--- config.mk ---
export PLATFORM = sky130hd
export DESIGN_NAME = melody_sequencer
export DESIGN_NICKNAME = d
export VERILOG_FILES = /design/src/rtl/melody_pkg.sv /design/src/rtl/melody_rom.sv /design/src/rtl/melody_sequencer.sv
export SDC_FILE = /design/constraint.sdc
export NUM_CORES = 1
export LEC_CHECK = 0
export ABC_CLOCK_PERIOD_IN_PS = 3200
export CAP_MARGIN = 20
export CORE_MARGIN = 8
export CORE_UTILIZATION = 50
export CTS_BUF_LIST = sky130_fd_sc_hd__clkbuf_8
export DETAILED_ROUTE_END_ITERATION = 8
export PLACE_DENSITY_LB_ADDON = 0.2
export SYNTH_ARGS = -nofsm -noshare
export SYNTH_HDL_FRONTEND = slang
export SYNTH_SLANG_ARGS = --single-unit
--- constraint.sdc ---
create_clock -name clk -period 3.2 [get_ports clk]
set_clock_uncertainty 0.1 [all_clocks]
set_input_delay 0.48 -clock clk [delete_from_list [all_inputs] [get_ports clk]]
set_output_delay 0.48 -clock clk [all_outputs]
set_load 0.05 [all_outputs]
--- src/rtl/melody_pkg.sv ---
// Shared types and constants for the melody sequencer slice.
// Latency: n/a (declarations only).
// Backpressure: n/a.
// Contents: FSM state encoding, ROM entry layout {half_div, beats}, counter widths, SILENCE.
package melody_pkg;

  typedef enum logic [2:0] {
    ST_IDLE,
    ST_LOAD,
    ST_NOTE,
    ST_GAP,
    ST_DONE
  } state_t;

  localparam int HALF_W     = 13;  // clk cycles per half-period, 0 = rest
  localparam int BEATS_W    = 3;   // note length in beats, 0 = end marker
  localparam int IDX_W      = 5;   // ROM index width (32 entries)
  localparam int BEAT_CNT_W = 28;  // holds beats * BEAT_CYCLES - 1

  localparam logic [15:0] SILENCE = 16'h0000;

  // ROM word layout: half_div in [15:3], beats in [2:0].
  typedef struct packed {
    logic [HALF_W-1:0]  half_div;
    logic [BEATS_W-1:0] beats;
  } note_t;

  function automatic note_t rom_entry(input logic [HALF_W-1:0]  half_div,
                                      input logic [BEATS_W-1:0] beats);
    return '{half_div: half_div, beats: beats};
  endfunction

endpackage

--- src/rtl/melody_rom.sv ---
// Note table ROM: one {half_div, beats} entry per index.
// Latency: 1 clk (registered read; addr at edge n gives dat after edge n).
// Backpressure: none; reads every cycle.
// Ports: clk, addr[4:0] in; dat (note_t, 16b) out.
module melody_rom
  import melody_pkg::*;
#(
  parameter bit TEST_TABLE = 1'b0  // 1 selects the short characterisation table
) (
  input  logic             clk,
  input  logic [IDX_W-1:0] addr,
  output note_t            dat
);

  note_t entry;

  always_comb begin
    entry = rom_entry('0, '0);
    if (TEST_TABLE) begin
      unique case (addr)
        5'd0:    entry = rom_entry(13'd3, 3'd1);  // tone, 1 beat
        5'd1:    entry = rom_entry(13'd0, 3'd2);  // rest, 2 beats
        default: entry = rom_entry(13'd0, 3'd0);  // end marker
      endcase
    end else begin
      unique case (addr)
        5'd0:    entry = rom_entry(13'd4780, 3'd1);
        5'd1:    entry = rom_entry(13'd4259, 3'd1);
        5'd2:    entry = rom_entry(13'd3794, 3'd1);
        5'd3:    entry = rom_entry(13'd4780, 3'd1);
        5'd4:    entry = rom_entry(13'd0,    3'd1);
        5'd5:    entry = rom_entry(13'd3794, 3'd2);
        5'd6:    entry = rom_entry(13'd3189, 3'd2);
        5'd7:    entry = rom_entry(13'd2390, 3'd4);
        default: entry = rom_entry(13'd0,    3'd0);
      endcase
    end
  end

  always_ff @(posedge clk) begin
    dat <= entry;
  end

endmodule

--- src/rtl/melody_sequencer.sv ---
// Plays the note table as a square wave on audio_left/right, gated by play/pause/stop/loop_en.
// Latency: play at edge k -> LOAD after k, NOTE after k+1, first +AMPL sample after k+2.
// Backpressure: none; pause freezes all timing and forces silence.
// Ports: clk, rst, play, pause, stop, loop_en in; audio_left/right[15:0], note_idx[4:0], busy, done out.
module melody_sequencer
  import melody_pkg::*;
#(
  parameter int unsigned BEAT_CYCLES = 25_000_000,
  parameter int unsigned GAP_CYCLES  = 1_000_000,
  parameter int unsigned NUM_NOTES   = 32,
  parameter logic [15:0] AMPL        = 16'h4000,
  parameter bit          TEST_TABLE  = 1'b0
) (
  input  logic                clk,
  input  logic                rst,
  input  logic                play,
  input  logic                pause,
  input  logic                stop,
  input  logic                loop_en,
  output logic signed [15:0]  audio_left,
  output logic signed [15:0]  audio_right,
  output logic [IDX_W-1:0]    note_idx,
  output logic                busy,
  output logic                done
);

  localparam int GAP_W = (GAP_CYCLES > 1) ? $clog2(GAP_CYCLES) : 1;
  localparam logic [GAP_W-1:0] GAP_LAST = GAP_W'(GAP_CYCLES - 1);
  localparam logic [IDX_W-1:0] IDX_LAST = IDX_W'(NUM_NOTES - 1);
  localparam logic [15:0]      NEG_AMPL = ~AMPL + 16'd1;

  state_t                state, state_nxt;
  logic [IDX_W-1:0]      idx_nxt;
  logic [BEAT_CNT_W-1:0] beat_cnt, beat_nxt, beat_lim, lim_nxt;
  logic [GAP_W-1:0]      gap_cnt, gap_nxt;
  logic [HALF_W-1:0]     phase_cnt, phase_nxt, half_div, half_nxt;
  logic                  neg_half, neg_nxt;
  logic [15:0]           audio_q, audio_nxt;
  note_t                 rom_dat;
  logic                  idle_like;

  // ROM is addressed with the next index so the entry is already valid during LOAD.
  melody_rom #(.TEST_TABLE(TEST_TABLE)) u_rom (
    .clk  (clk),
    .addr (idx_nxt),
    .dat  (rom_dat)
  );

  assign idle_like = (state == ST_IDLE) || (state == ST_DONE);

  always_ff @(posedge clk or posedge rst) begin
    if (rst) begin
      state     <= ST_IDLE;
      note_idx  <= '0;
      beat_cnt  <= '0;
      beat_lim  <= '0;
      gap_cnt   <= '0;
      phase_cnt <= '0;
      half_div  <= '0;
      neg_half  <= 1'b0;
      audio_q   <= SILENCE;
    end else begin
      state     <= state_nxt;
      note_idx  <= idx_nxt;
      beat_cnt  <= beat_nxt;
      beat_lim  <= lim_nxt;
      gap_cnt   <= gap_nxt;
      phase_cnt <= phase_nxt;
      half_div  <= half_nxt;
      neg_half  <= neg_nxt;
      audio_q   <= audio_nxt;
    end
  end

  always_comb begin
    state_nxt = state;
    idx_nxt   = note_idx;
    beat_nxt  = beat_cnt;
    lim_nxt   = beat_lim;
    gap_nxt   = gap_cnt;
    phase_nxt = phase_cnt;
    half_nxt  = half_div;
    neg_nxt   = neg_half;
    audio_nxt = SILENCE;

    if (stop) begin
      state_nxt = ST_IDLE;
      idx_nxt   = '0;
    end else if (pause) begin
      // Everything holds; only a start from IDLE/DONE is still accepted.
      if (play && idle_like) begin
        state_nxt = ST_LOAD;
        idx_nxt   = '0;
      end
    end else begin
      unique case (state)
        ST_IDLE, ST_DONE: begin
          if (play) begin
            state_nxt = ST_LOAD;
            idx_nxt   = '0;
          end
        end
        ST_LOAD: begin
          if (rom_dat.beats == '0) begin
            if (loop_en) begin
              state_nxt = ST_LOAD;
              idx_nxt   = '0;
            end else begin
              state_nxt = ST_DONE;
            end
          end else begin
            state_nxt = ST_NOTE;
            beat_nxt  = '0;
            phase_nxt = '0;
            neg_nxt   = 1'b0;
            half_nxt  = rom_dat.half_div;
            // Terminal count computed once per note so NOTE only needs a compare.
            lim_nxt   = BEAT_CNT_W'(rom_dat.beats * BEAT_CYCLES - 1);
          end
        end
        ST_NOTE: begin
          if (half_div != '0) begin
            audio_nxt = neg_half ? NEG_AMPL : AMPL;
          end
          if ((half_div != '0) && (phase_cnt == half_div - 13'd1)) begin
            phase_nxt = '0;
            neg_nxt   = ~neg_half;
          end else begin
            phase_nxt = phase_cnt + 1'b1;
          end
          if (beat_cnt == beat_lim) begin
            state_nxt = ST_GAP;
            gap_nxt   = '0;
          end else begin
            beat_nxt = beat_cnt + 1'b1;
          end
        end
        ST_GAP: begin
          if (gap_cnt == GAP_LAST) begin
            if (note_idx == IDX_LAST) begin
              if (loop_en) begin
                state_nxt = ST_LOAD;
                idx_nxt   = '0;
              end else begin
                state_nxt = ST_DONE;
              end
            end else begin
              state_nxt = ST_LOAD;
              idx_nxt   = note_idx + 1'b1;
            end
          end else begin
            gap_nxt = gap_cnt + 1'b1;
          end
        end
        default: begin
          state_nxt = ST_IDLE;
          idx_nxt   = '0;
        end
      endcase
    end
  end

  assign audio_left  = audio_q;
  assign audio_right = audio_q;
  assign busy        = (state == ST_LOAD) || (state == ST_NOTE) || (state == ST_GAP);
  assign done        = (state == ST_DONE);

endmodule

==> results.ini, run 1 <==
[synthesis]
synthDominantCellAreaShare_pct=33.4
post_synth.cell_area_avg_um2=8.58
synthTopCellsByArea=sky130_fd_sc_hd__dfrtp_1, sky130_fd_sc_hd__nand2_1, sky130_fd_sc_hd__ha_1
synthDominantAreaCellType=sky130_fd_sc_hd__dfrtp_1
number_of_flops_mapped_to_enable_cells_by_yosys=0
share_of_synthesized_area_occupied_by_flip_flops_and_latches_pct=36.7
postSynthRegisterBits=118
proportion_of_synthesized_flip_flops_having_asynchronous_set_or_reset_pct=89.0
synth_cell_type_count=85
synthFlopType=sky130_fd_sc_hd__dfrtp_1
number_of_synthesis_warnings=0
post_synth_inst_count=917
syn-cell-area_mm2=0.00787

[critical_path]
path_max_fanout=5
crit_arrival_ns=3.46
crit_path_max_incr_delay_ns=0.60
critical_path.most_common_cell=sky130_fd_sc_hd__fa_2
cp_cell_sequence=fa_2, ha_4, inv_2, fa_2, buf_6, o21bai_4, a22oi_2, xnor2_2, buf_4, a2111oi_4, nand4_1, o211ai_1, o21a_1
cell_type_group_with_the_largest_total_delay_on_the_critical_path=adder cells
worstSetupStartpointType=flip-flop
worstSetupPathType=flip-flop to flip-flop
end_kind=flip-flop
critical_path_buf_inv_count=3
critical-path-slowest-cell=sky130_fd_sc_hd__fa_2
crit_required_ns=3.48

[sta]
final-max-slew-violation-count=0
worstMarginPinSlew_ns=0.653
slew_headroom_pct=56.2
period_needed_ns=3.19
setup_repair_after_global_routing_missed_its_margin=yes
max_clock_freq_mhz=314
timing.final.hold_violations=0
timing.final.crit_share_pct=99.6
setup-violations-final=0
final.setup.tns_ns=0

[floorplan]
die_x_um=141
start_util_pct=50.2
core_area_mm2=0.0157
dieArea_mm2=0.0200
std_cell_rows=46
die_y_um=141
io_pins=45

[finish]
drive_above_1_share_pct=14.4
finalCoreUtilization_pct=58.3
most-common-layout-cells=sky130_fd_sc_hd__nand2_1, sky130_fd_sc_hd__dfrtp_1, sky130_fd_sc_hd__nor2_1
fin_area_mm2=0.00913
syn2layout_area_growth_pct=16.0
multi_input_area_mm2=0.00468
layout.cells.most_common=sky130_fd_sc_hd__nand2_1
finalNetCount=1011
seqCellArea_mm2=0.00289
fillCellCount=1435
insertedDiodeCount=0

[clock_network]
worst_skew_pair.late_latency_ns=0.44
cts_max_level=4
num_cts_buffers=17
clockBufferDepth=2
clkSinkCount=118
clk_pin_slew_ns=0.07
cts_tree=yes
clock_root_buffer=sky130_fd_sc_hd__clkbuf_8

[drt]
drc=0
via_count=6672
finalWirelength_um=18600
drt_pre_antenna_iters=7
detail-route-antenna-nets=0
viasPerCell=5.54
drt_first_iter_violations=407
wl_per_cell_um=15.4

[global_routing]
grt_pass1_wl_um=31600
grt.overflow.total=0
number_of_global_route_vias_before_repair=6363
antenna_found_initial=0
grt_start_max_net_pins=55
grt_util_all_layers_pct=19.6

[job]
timing.max_cap.violations=0

[min_path]
holdCritPathClass=primary input to async pin

[pwr]
power_leakage_nw=3.98
power.density_cell_area_mw_per_mm2=429
share_clk_of_total_power_pct=37.0
intPower_mw=2.73
seq_power_share_pct=45.0
power.ir.vdd_worst_uv=292
power_switching_share_pct=30.4
combPwrFrac_pct=18.0
total_switching_power_mw=1.19

[placed_design]
dpl-instance-area_mm2=0.00857
place.gp.congestion=0.923
dpl.hpwl_um=13800
port-buffer-count=16

[outcome]
outcome=finished clean

-- cell usage after synthesis, types with 4 or more instances --
cell and n:
sky130_fd_sc_hd__a211oi_1 11, sky130_fd_sc_hd__a21o_1 10, sky130_fd_sc_hd__a21oi_1 36, sky130_fd_sc_hd__a31oi_1 10, sky130_fd_sc_hd__and2_1 14, sky130_fd_sc_hd__and3_1 18, sky130_fd_sc_hd__and4_1 6, sky130_fd_sc_hd__buf_2 6
sky130_fd_sc_hd__buf_4 31, sky130_fd_sc_hd__clkbuf_1 30, sky130_fd_sc_hd__dfrtp_1 105, sky130_fd_sc_hd__dfxtp_1 13, sky130_fd_sc_hd__ha_1 27, sky130_fd_sc_hd__inv_1 37, sky130_fd_sc_hd__mux2_2 4, sky130_fd_sc_hd__mux2i_1 4
sky130_fd_sc_hd__nand2_1 109, sky130_fd_sc_hd__nand2b_1 16, sky130_fd_sc_hd__nand3_1 34, sky130_fd_sc_hd__nand4_1 19, sky130_fd_sc_hd__nor2_1 72, sky130_fd_sc_hd__nor2b_1 5, sky130_fd_sc_hd__nor3_1 20, sky130_fd_sc_hd__nor4_1 11
sky130_fd_sc_hd__nor4b_1 4, sky130_fd_sc_hd__o211ai_1 7, sky130_fd_sc_hd__o21a_1 14, sky130_fd_sc_hd__o21ai_0 63, sky130_fd_sc_hd__o21ai_1 8, sky130_fd_sc_hd__o31ai_1 17, sky130_fd_sc_hd__or3_1 5, sky130_fd_sc_hd__or4_1 10
sky130_fd_sc_hd__xnor2_1 34, sky130_fd_sc_hd__xor2_1 36
-- sequential cells by signal, summed over array words and instances (netlist names) --
signal and count:
neg_half 1, u_rom.dat 13, note_idx 5, half_div 11, state 3, beat_lim 22, beat_cnt 28, gap_cnt 20
audio_left 2, phase_cnt 13
-- power by group through the flow --
stage / Sequential [mW] / Clock [mW] / Combinational [mW]
6_report: 1.76 / 1.45 / 0.706
5_1_grt: 1.78 / 1.57 / 0.795
4_1_cts: 1.76 / 1.49 / 0.706
3_5_place_dp: 1.79 / 0 / 0.703
3_3_place_gp: 1.79 / 0 / 0.693
2_1_floorplan: 1.72 / 0 / 0.634
-- worst register-to-register path: cells and delay by family (launching register included) --
family          cells  cell delay [ns]
compound gates      5             0.87
buf+inv             3             0.36
flops               1             0.35
xor+xnor            1             0.16
fa+ha+maj           3             1.17
simple gates        1             0.12
-- cell type report --
class / instances / area share [%]
clock buffer: 18 / 2.71
clock inverter: 14 / 1.88
inverter: 38 / 1.60
multi-input combinational: 718 / 51.3
sequential: 118 / 31.7
tap: 216 / 2.96
timing repair buffer: 82 / 7.81
-- what timing repair did --
item,CTS,global route
setup endpoints to repair,4,6
hold buffers,0,0
buffers inserted,0,2
gates cloned,0,0
pin swaps,1,15
resized for setup,5,17
-- stage by stage --
step / hold slack (ns) / worst slack, ns / cells / total power, mW
finish: 0.301 / 0.0130 / 1204 / 3.92
global route: 0.315 / -0.143 / 1204 / 4.15
CTS: 0.282 / 0.00241 / 1202 / 3.96
detailed placement: 0.306 / -0.0915 / 1170 / 2.49
global placement: 0.305 / -0.0553 / 1170 / 2.48
floorplan: 0.298 / -0.0646 / 944 / 2.36
-- routing by layer --
| layer | vias to the layer above | track usage (%) | part of all wire (%) |
|---|---|---|---|
| li1 | 3324 | - | - |
| met1 | 3177 | 25.7 | 48 |
| met2 | 138 | 31.4 | 47 |
| met3 | 33 | 3.83 | 3.2 |
| met4 | 0 | 7.24 | 1.9 |
| met5 | - | 0 | 0 |
-- logic make-up after synthesis --
group           Yosys count  synth area share (%)
mux                       8                  1.08
flops                   118                  36.7
compound gates          218                  18.3
fa+ha+maj                30                  5.06
simple gates            364                  24.0
other cells               1                0.0477
xor+xnor                 70                  7.79
buf+inv                 108                  6.92
-- path summary, 6_finish.rpt --
path	cells past startpoint	slack, ns	start	endpoint
worst max-delay path	13	0.01	u_rom.dat[0]	beat_lim[27]
worst min-delay path	2	0.30	rst	gap_cnt[11]
worst max register to register	13	0.01	u_rom.dat[0]	beat_lim[27]
worst min register to register	2	0.32	u_rom.dat[6]	half_div[3]
max in group asynchronous	3	2.09	rst	beat_cnt[24]
min in group clk	2	0.32	u_rom.dat[6]	half_div[3]
Power figures use the tool's default switching activity.
==> run 2, diff against run 1 <==
Settings changed: TNS_END_PERCENT from default to 30.
==> results.ini, run 2 (synthesis results as in run 1) <==
[finish]
finalNetCount=1011  ; unchanged
fin_area_mm2=0.00913  ; about the same
layout.cells.most_common=sky130_fd_sc_hd__nand2_1
max_ffs_per_register=28  ; unchanged
finish.cell_count_without_fillers=1204  ; unchanged
drive_above_1_share_pct=14.5  ; +0.10 points
fillCellCount=1435  ; unchanged
insertedDiodeCount=0  ; unchanged
layout_top_registers=beat_cnt: 28 flops, beat_lim: 22 flops, gap_cnt: 20 flops
registers.top_by_ff_count=beat_cnt
syn2layout_area_growth_pct=16.1  ; about the same
most-common-layout-cells=sky130_fd_sc_hd__nand2_1, sky130_fd_sc_hd__dfrtp_1, sky130_fd_sc_hd__nor2_1
finalCoreUtilization_pct=58.3  ; about the same

[drt]
detail-route-antenna-nets=0  ; unchanged
finalWirelength_um=18600  ; +0.10%
viasPerCell=5.55  ; +0.13%
wl_per_cell_um=15.5  ; +0.10%
drt_pre_antenna_iters=5  ; -2
drt_first_iter_violations=380  ; -6.6%
drc=0  ; unchanged
via_count=6681  ; +0.13%

[pwr]
combPwrFrac_pct=18.0  ; about the same
power.density_cell_area_mw_per_mm2=430  ; about the same
total_switching_power_mw=1.20  ; +0.39%
power.ir.vdd_worst_uv=292  ; +0.19%
intPower_mw=2.73  ; about the same
power_leakage_nw=3.97  ; about the same
share_clk_of_total_power_pct=37.1  ; about the same
seq_power_share_pct=44.9  ; about the same
fin_total_pwr_mw=3.92  ; +0.11%
power_switching_share_pct=30.5  ; +0.084 points

[critical_path]
crit_arrival_ns=3.46  ; about the same
critical_path.most_common_cell=sky130_fd_sc_hd__fa_2
rr_worst_depth=11  ; -2
cp_cell_sequence=fa_2, ha_4, inv_2, fa_2, nand2b_1, a32oi_1, nand2_1, mux2_2, o2111ai_1, or3b_1, a31oi_1
crit_reg_reg_startpoint=u_rom.dat[0]
worstSetupPathType=flip-flop to flip-flop
rr_endpoint=beat_lim[26]
setup.reg_to_reg.worst_slack_ns=0.007  ; about the same
crit_required_ns=3.47  ; about the same
end_kind=flip-flop
crit_path_max_incr_delay_ns=0.60  ; about the same
worstSetupStartpointType=flip-flop
path_max_fanout=5  ; unchanged
critical-path-slowest-cell=sky130_fd_sc_hd__fa_2

[clock_network]
clock_root_buffer=sky130_fd_sc_hd__clkbuf_8
cts_tree=yes
cts_max_level=4  ; unchanged
num_cts_buffers=17  ; unchanged
worst_skew_pair.late_latency_ns=0.45  ; about the same
cts_hold_buf=0  ; unchanged
clockBufferDepth=2  ; unchanged
clk_pin_slew_ns=0.07  ; about the same
clkSinkCount=118  ; unchanged

[global_routing]
grt_pass1_wl_um=31600  ; unchanged
grt.overflow.total=0  ; unchanged
grt_util_all_layers_pct=19.6  ; unchanged
number_of_global_route_vias_before_repair=6363  ; unchanged
grt_start_max_net_pins=55  ; unchanged
antenna_found_initial=0  ; unchanged

[sta]
final-max-slew-violation-count=0  ; unchanged
timing.final.crit_share_pct=99.8  ; +0.18 points
period_needed_ns=3.19  ; +0.00561 ns
layout_setup_ws_ns=0.00743  ; -0.00561 ns
timing.final.hold_violations=0  ; unchanged
setup_repair_after_global_routing_missed_its_margin=yes
worstMarginPinSlew_ns=0.646  ; -0.00675 ns
setup-violations-final=0  ; unchanged
max_clock_freq_mhz=313  ; -0.18%
slew_headroom_pct=56.6  ; +0.45 points

[placed_design]
place.gp.congestion=0.923  ; unchanged
port-buffer-count=16  ; unchanged
dp.cells=1170  ; unchanged
dpl_worst_slack_ns=-0.0915  ; unchanged
dpl.hpwl_um=13800  ; unchanged
dpl-instance-area_mm2=0.00857  ; unchanged

[floorplan]
io_pins=45  ; unchanged
core_area_mm2=0.0157  ; unchanged
dieArea_mm2=0.0200  ; unchanged
std_cell_rows=46  ; unchanged
start_util_pct=50.2  ; unchanged
die_x_um=141  ; unchanged
die_y_um=141  ; unchanged

[outcome]
outcome=finished clean

[min_path]
holdCritPathClass=primary input to async pin

[job]
timing.max_cap.violations=0  ; unchanged

run 2: cell types whose count changed in the layout (fill, tap and decap cells not counted):
| cell | change |
|---|---|
| sky130_fd_sc_hd__o311ai_1 | -1 |
| sky130_fd_sc_hd__buf_6 | -1 |
| sky130_fd_sc_hd__o311ai_2 | +1 |
| sky130_fd_sc_hd__buf_4 | +1 |
run 2: per-stage QoR:
stage | hold WS [ns] | TNS [ns]
4_1_cts | 0.282 | 0
3_3_place_gp | 0.305 | -0.0939
5_1_grt | 0.315 | -0.568
6_report | 0.293 | 0
3_5_place_dp | 0.306 | -0.238
2_1_floorplan | 0.298 | -0.0661
run 2: worst max path at each step:
stage / end / cells after the start / from / slack [ns]
floorplan: beat_lim[26] / 11 / u_rom.dat[0] / -0.06
global placement: beat_lim[23] / 11 / u_rom.dat[1] / -0.06
detailed placement: beat_lim[23] / 11 / u_rom.dat[1] / -0.09
CTS: beat_lim[26] / 12 / u_rom.dat[0] / 0.002
global route: beat_lim[27] / 13 / u_rom.dat[0] / -0.14
finish: beat_lim[26] / 11 / u_rom.dat[0] / 0.007
run 2: final cells by class:
cell class | instances | area, um2 | share of cell area, %
inverters | 38 | 146 | 1.60
clock buffers | 18 | 248 | 2.71
flip-flops and latches | 118 | 2890 | 31.7
repair buffers | 82 | 709 | 7.77
multi-input cells | 718 | 4690 | 51.4
well taps | 216 | 270 | 2.96
clock inverters | 14 | 171 | 1.88
run 2: power groups by stage:
stage               Sequential, mW  Combinational, mW  Clock (mW)
finish                        1.76              0.706        1.46
global placement              1.79              0.693           0
global route                  1.78              0.795        1.57
CTS                           1.76              0.706        1.49
detailed placement            1.79              0.703           0
floorplan                     1.72              0.634           0
run 2: routing by layer:
metal	GRT usage (%)	vias to the layer above	routed length, um
met5	0	-	0
met4	7.24	0	337
met3	3.83	30	738
met2	31.4	152	8800
met1	25.7	3180	8730
li1	-	3319	-
run 2: critical path: cells and delay by family, from the launching register on:
kind / cells / cell delay, ns
fa+ha+maj: 3 / 1.17
buf+inv: 1 / 0.03
flops: 1 / 0.35
mux: 1 / 0.27
compound gates: 3 / 0.49
simple gates: 3 / 0.69
run 2: timing repair:
| item | CTS | global route |
|---|---|---|
| resized for setup | 5 | 17 |
| endpoints found under the setup margin | 4 | 6 |
| endpoints found under the hold margin | 0 | 0 |
| buffers inserted | 0 | 2 |
| pin swaps | 1 | 13 |
==> run 3, diff against run 2 <==
Settings changed: CORE_ASPECT_RATIO from default to 1.75.
==> results.ini, run 3 (synthesis results as in run 1) <==
[floorplan]
core_area_mm2=0.0154  ; -1.7%
start_util_pct=51.1  ; +0.87 points
die_y_um=182  ; +29%
dieArea_mm2=0.0202  ; +0.79%
io_pins=45  ; unchanged
die_x_um=111  ; -22%
std_cell_rows=60  ; +30%

[finish]
syn2layout_area_growth_pct=13.9
max_ffs_per_register=28  ; unchanged
finalCoreUtilization_pct=58.2  ; -0.12 points
layout.cells.most_common=sky130_fd_sc_hd__nand2_1
insertedDiodeCount=0  ; unchanged
finalNetCount=1007  ; -0.40%
registers.top_by_ff_count=beat_cnt
layout_top_registers=beat_cnt: 28 flops, beat_lim: 22 flops, gap_cnt: 20 flops
most-common-layout-cells=sky130_fd_sc_hd__nand2_1, sky130_fd_sc_hd__dfrtp_1, sky130_fd_sc_hd__nor2_1
drive_above_1_share_pct=13.8  ; -0.65 points

[global_routing]
grt.overflow.total=0  ; unchanged
grt_pass1_wl_um=32100  ; +1.4%
antenna_found_initial=0  ; unchanged
grt_util_all_layers_pct=19.0  ; -0.52 points
number_of_global_route_vias_before_repair=6699  ; +5.3%
grt_start_max_net_pins=55  ; unchanged

[clock_network]
clk_pin_slew_ns=0.09  ; +0.02 ns
clockBufferDepth=2  ; unchanged
clkSinkCount=118  ; unchanged
cts_max_level=4  ; unchanged
clock_root_buffer=sky130_fd_sc_hd__clkbuf_8
cts_tree=yes
worst_skew_pair.late_latency_ns=0.45  ; about the same
num_cts_buffers=17  ; unchanged
cts_post_setup_buffers_inserted=0  ; unchanged

[pwr]
total_switching_power_mw=1.32  ; +10%
power_leakage_nw=3.92  ; -1.3%
seq_power_share_pct=44.5  ; -0.4 points
intPower_mw=2.60  ; -4.5%
power.density_cell_area_mw_per_mm2=438  ; +1.8%
share_clk_of_total_power_pct=36.9  ; -0.2 points
power.ir.vdd_worst_uv=212  ; -27%
power_switching_share_pct=33.6  ; +3.1 points
combPwrFrac_pct=18.6  ; +0.6 points

[placed_design]
dpl.hpwl_um=14500  ; +4.6%
port-buffer-count=16  ; unchanged
place.gp.congestion=0.956  ; +3.6%
dpl_worst_slack_ns=-0.0711  ; +0.0204 ns

[critical_path]
worstSetupStartpointType=flip-flop
crit_required_ns=3.46  ; about the same
path_max_fanout=6  ; +1
worstSetupPathType=flip-flop to flip-flop
end_kind=flip-flop
crit_arrival_ns=3.50  ; +0.04 ns

[drt]
detail-route-antenna-nets=0  ; unchanged
drt_pre_antenna_iters=4  ; -1
viasPerCell=5.70  ; +2.7%
drt_first_iter_violations=210  ; -45%
via_count=6668  ; -0.19%
drc=0  ; unchanged
finalWirelength_um=19200  ; +3.0%
wl_per_cell_um=16.4  ; +6.0%

[job]
timing.max_cap.violations=0  ; unchanged

[min_path]
holdCritPathClass=flip-flop to flip-flop

[sta]
setup-violations-final=2  ; +2
max_clock_freq_mhz=309  ; -1.3%
layout_setup_ws_ns=-0.0358  ; -0.0432 ns
final-max-slew-violation-count=0  ; unchanged
period_needed_ns=3.24  ; +0.0432 ns
worstMarginPinSlew_ns=0.822  ; +0.176 ns
slew_headroom_pct=44.8  ; -12 points
timing.final.hold_violations=0  ; unchanged
timing.final.crit_share_pct=101  ; +1.4 points
setup_repair_after_global_routing_missed_its_margin=yes

[outcome]
violations=negative setup slack
outcome=finished with violations

==> run 3: final timing paths <==
check	depth (start not counted)	slack, ns	to	from
setup / recovery	10	-0.04	beat_lim[26]	u_rom.dat[1]
hold / removal	2	0.31	half_div[9]	u_rom.dat[12]
setup reg to reg	10	-0.04	beat_lim[26]	u_rom.dat[1]
hold reg to reg	2	0.31	half_div[9]	u_rom.dat[12]
max in group asynchronous	3	1.89	beat_lim[10]	rst
min in group asynchronous	2	0.40	gap_cnt[4]	rst
==> run 3: timing repair <==
item                       CTS  global route
setup endpoints to repair    4            18
hold buffers                 0             0
resized for setup            3             8
pin swaps                    2             0
==> run 3: metal layers <==
metal	global-route usage (%)	part of all wire, %	vias up
li1	-	-	3309
met1	19.2	40	3187
met2	35.9	53	126
met3	3.73	2.9	46
met4	9.62	3.8	0
met5	0	0	-
==> run 3: power by group through the flow <==
stage	sequential (mW)	combinational [mW]	clock, mW
global route	1.77	0.803	1.54
CTS	1.75	0.732	1.47
detailed placement	1.77	0.729	0
finish	1.75	0.728	1.45
global placement	1.77	0.722	0
floorplan	1.72	0.634	0
==> run 3: final cells by class <==
cell class                      count  area [um2]
Multi-Input combinational cell    718        4620
Sequential cell                   118        2890
Clock inverter                     15         176
Timing Repair Buffer               78         651
Inverter                           38         146
Tap cell                          186         233
Fill cell                        1382        6430
Clock buffer                       17         234
==> run 3: worst max-delay path: stages (launching register included) <==
cell and delay (ns):
sky130_fd_sc_hd__dfxtp_2 0.33, sky130_fd_sc_hd__fa_2 0.62, sky130_fd_sc_hd__ha_4 0.14, sky130_fd_sc_hd__inv_1 0.04, sky130_fd_sc_hd__fa_2 0.39, sky130_fd_sc_hd__or2_4 0.27, sky130_fd_sc_hd__o32a_1 0.42, sky130_fd_sc_hd__nor2_1 0.16
sky130_fd_sc_hd__nand4_1 0.14, sky130_fd_sc_hd__or3b_1 0.38, sky130_fd_sc_hd__a31oi_1 0.16
==> run 3: through the flow <==
| stage | hold WS [ns] | TNS, ns | instance area, um2 | total power [mW] | cells |
|---|---|---|---|---|---|
| 6_report | 0.308 | -0.0571 | 8960 | 3.92 | 1170 |
| 4_1_cts | 0.313 | -0.0350 | 8930 | 3.95 | 1170 |
| 3_3_place_gp | 0.303 | -0.0626 | 8500 | 2.49 | 1138 |
| 2_1_floorplan | 0.298 | -0.0661 | 8020 | 2.36 | 944 |
| 3_5_place_dp | 0.303 | -0.199 | 8500 | 2.50 | 1138 |
| 5_1_grt | 0.331 | -0.973 | 8960 | 4.11 | 1170 |
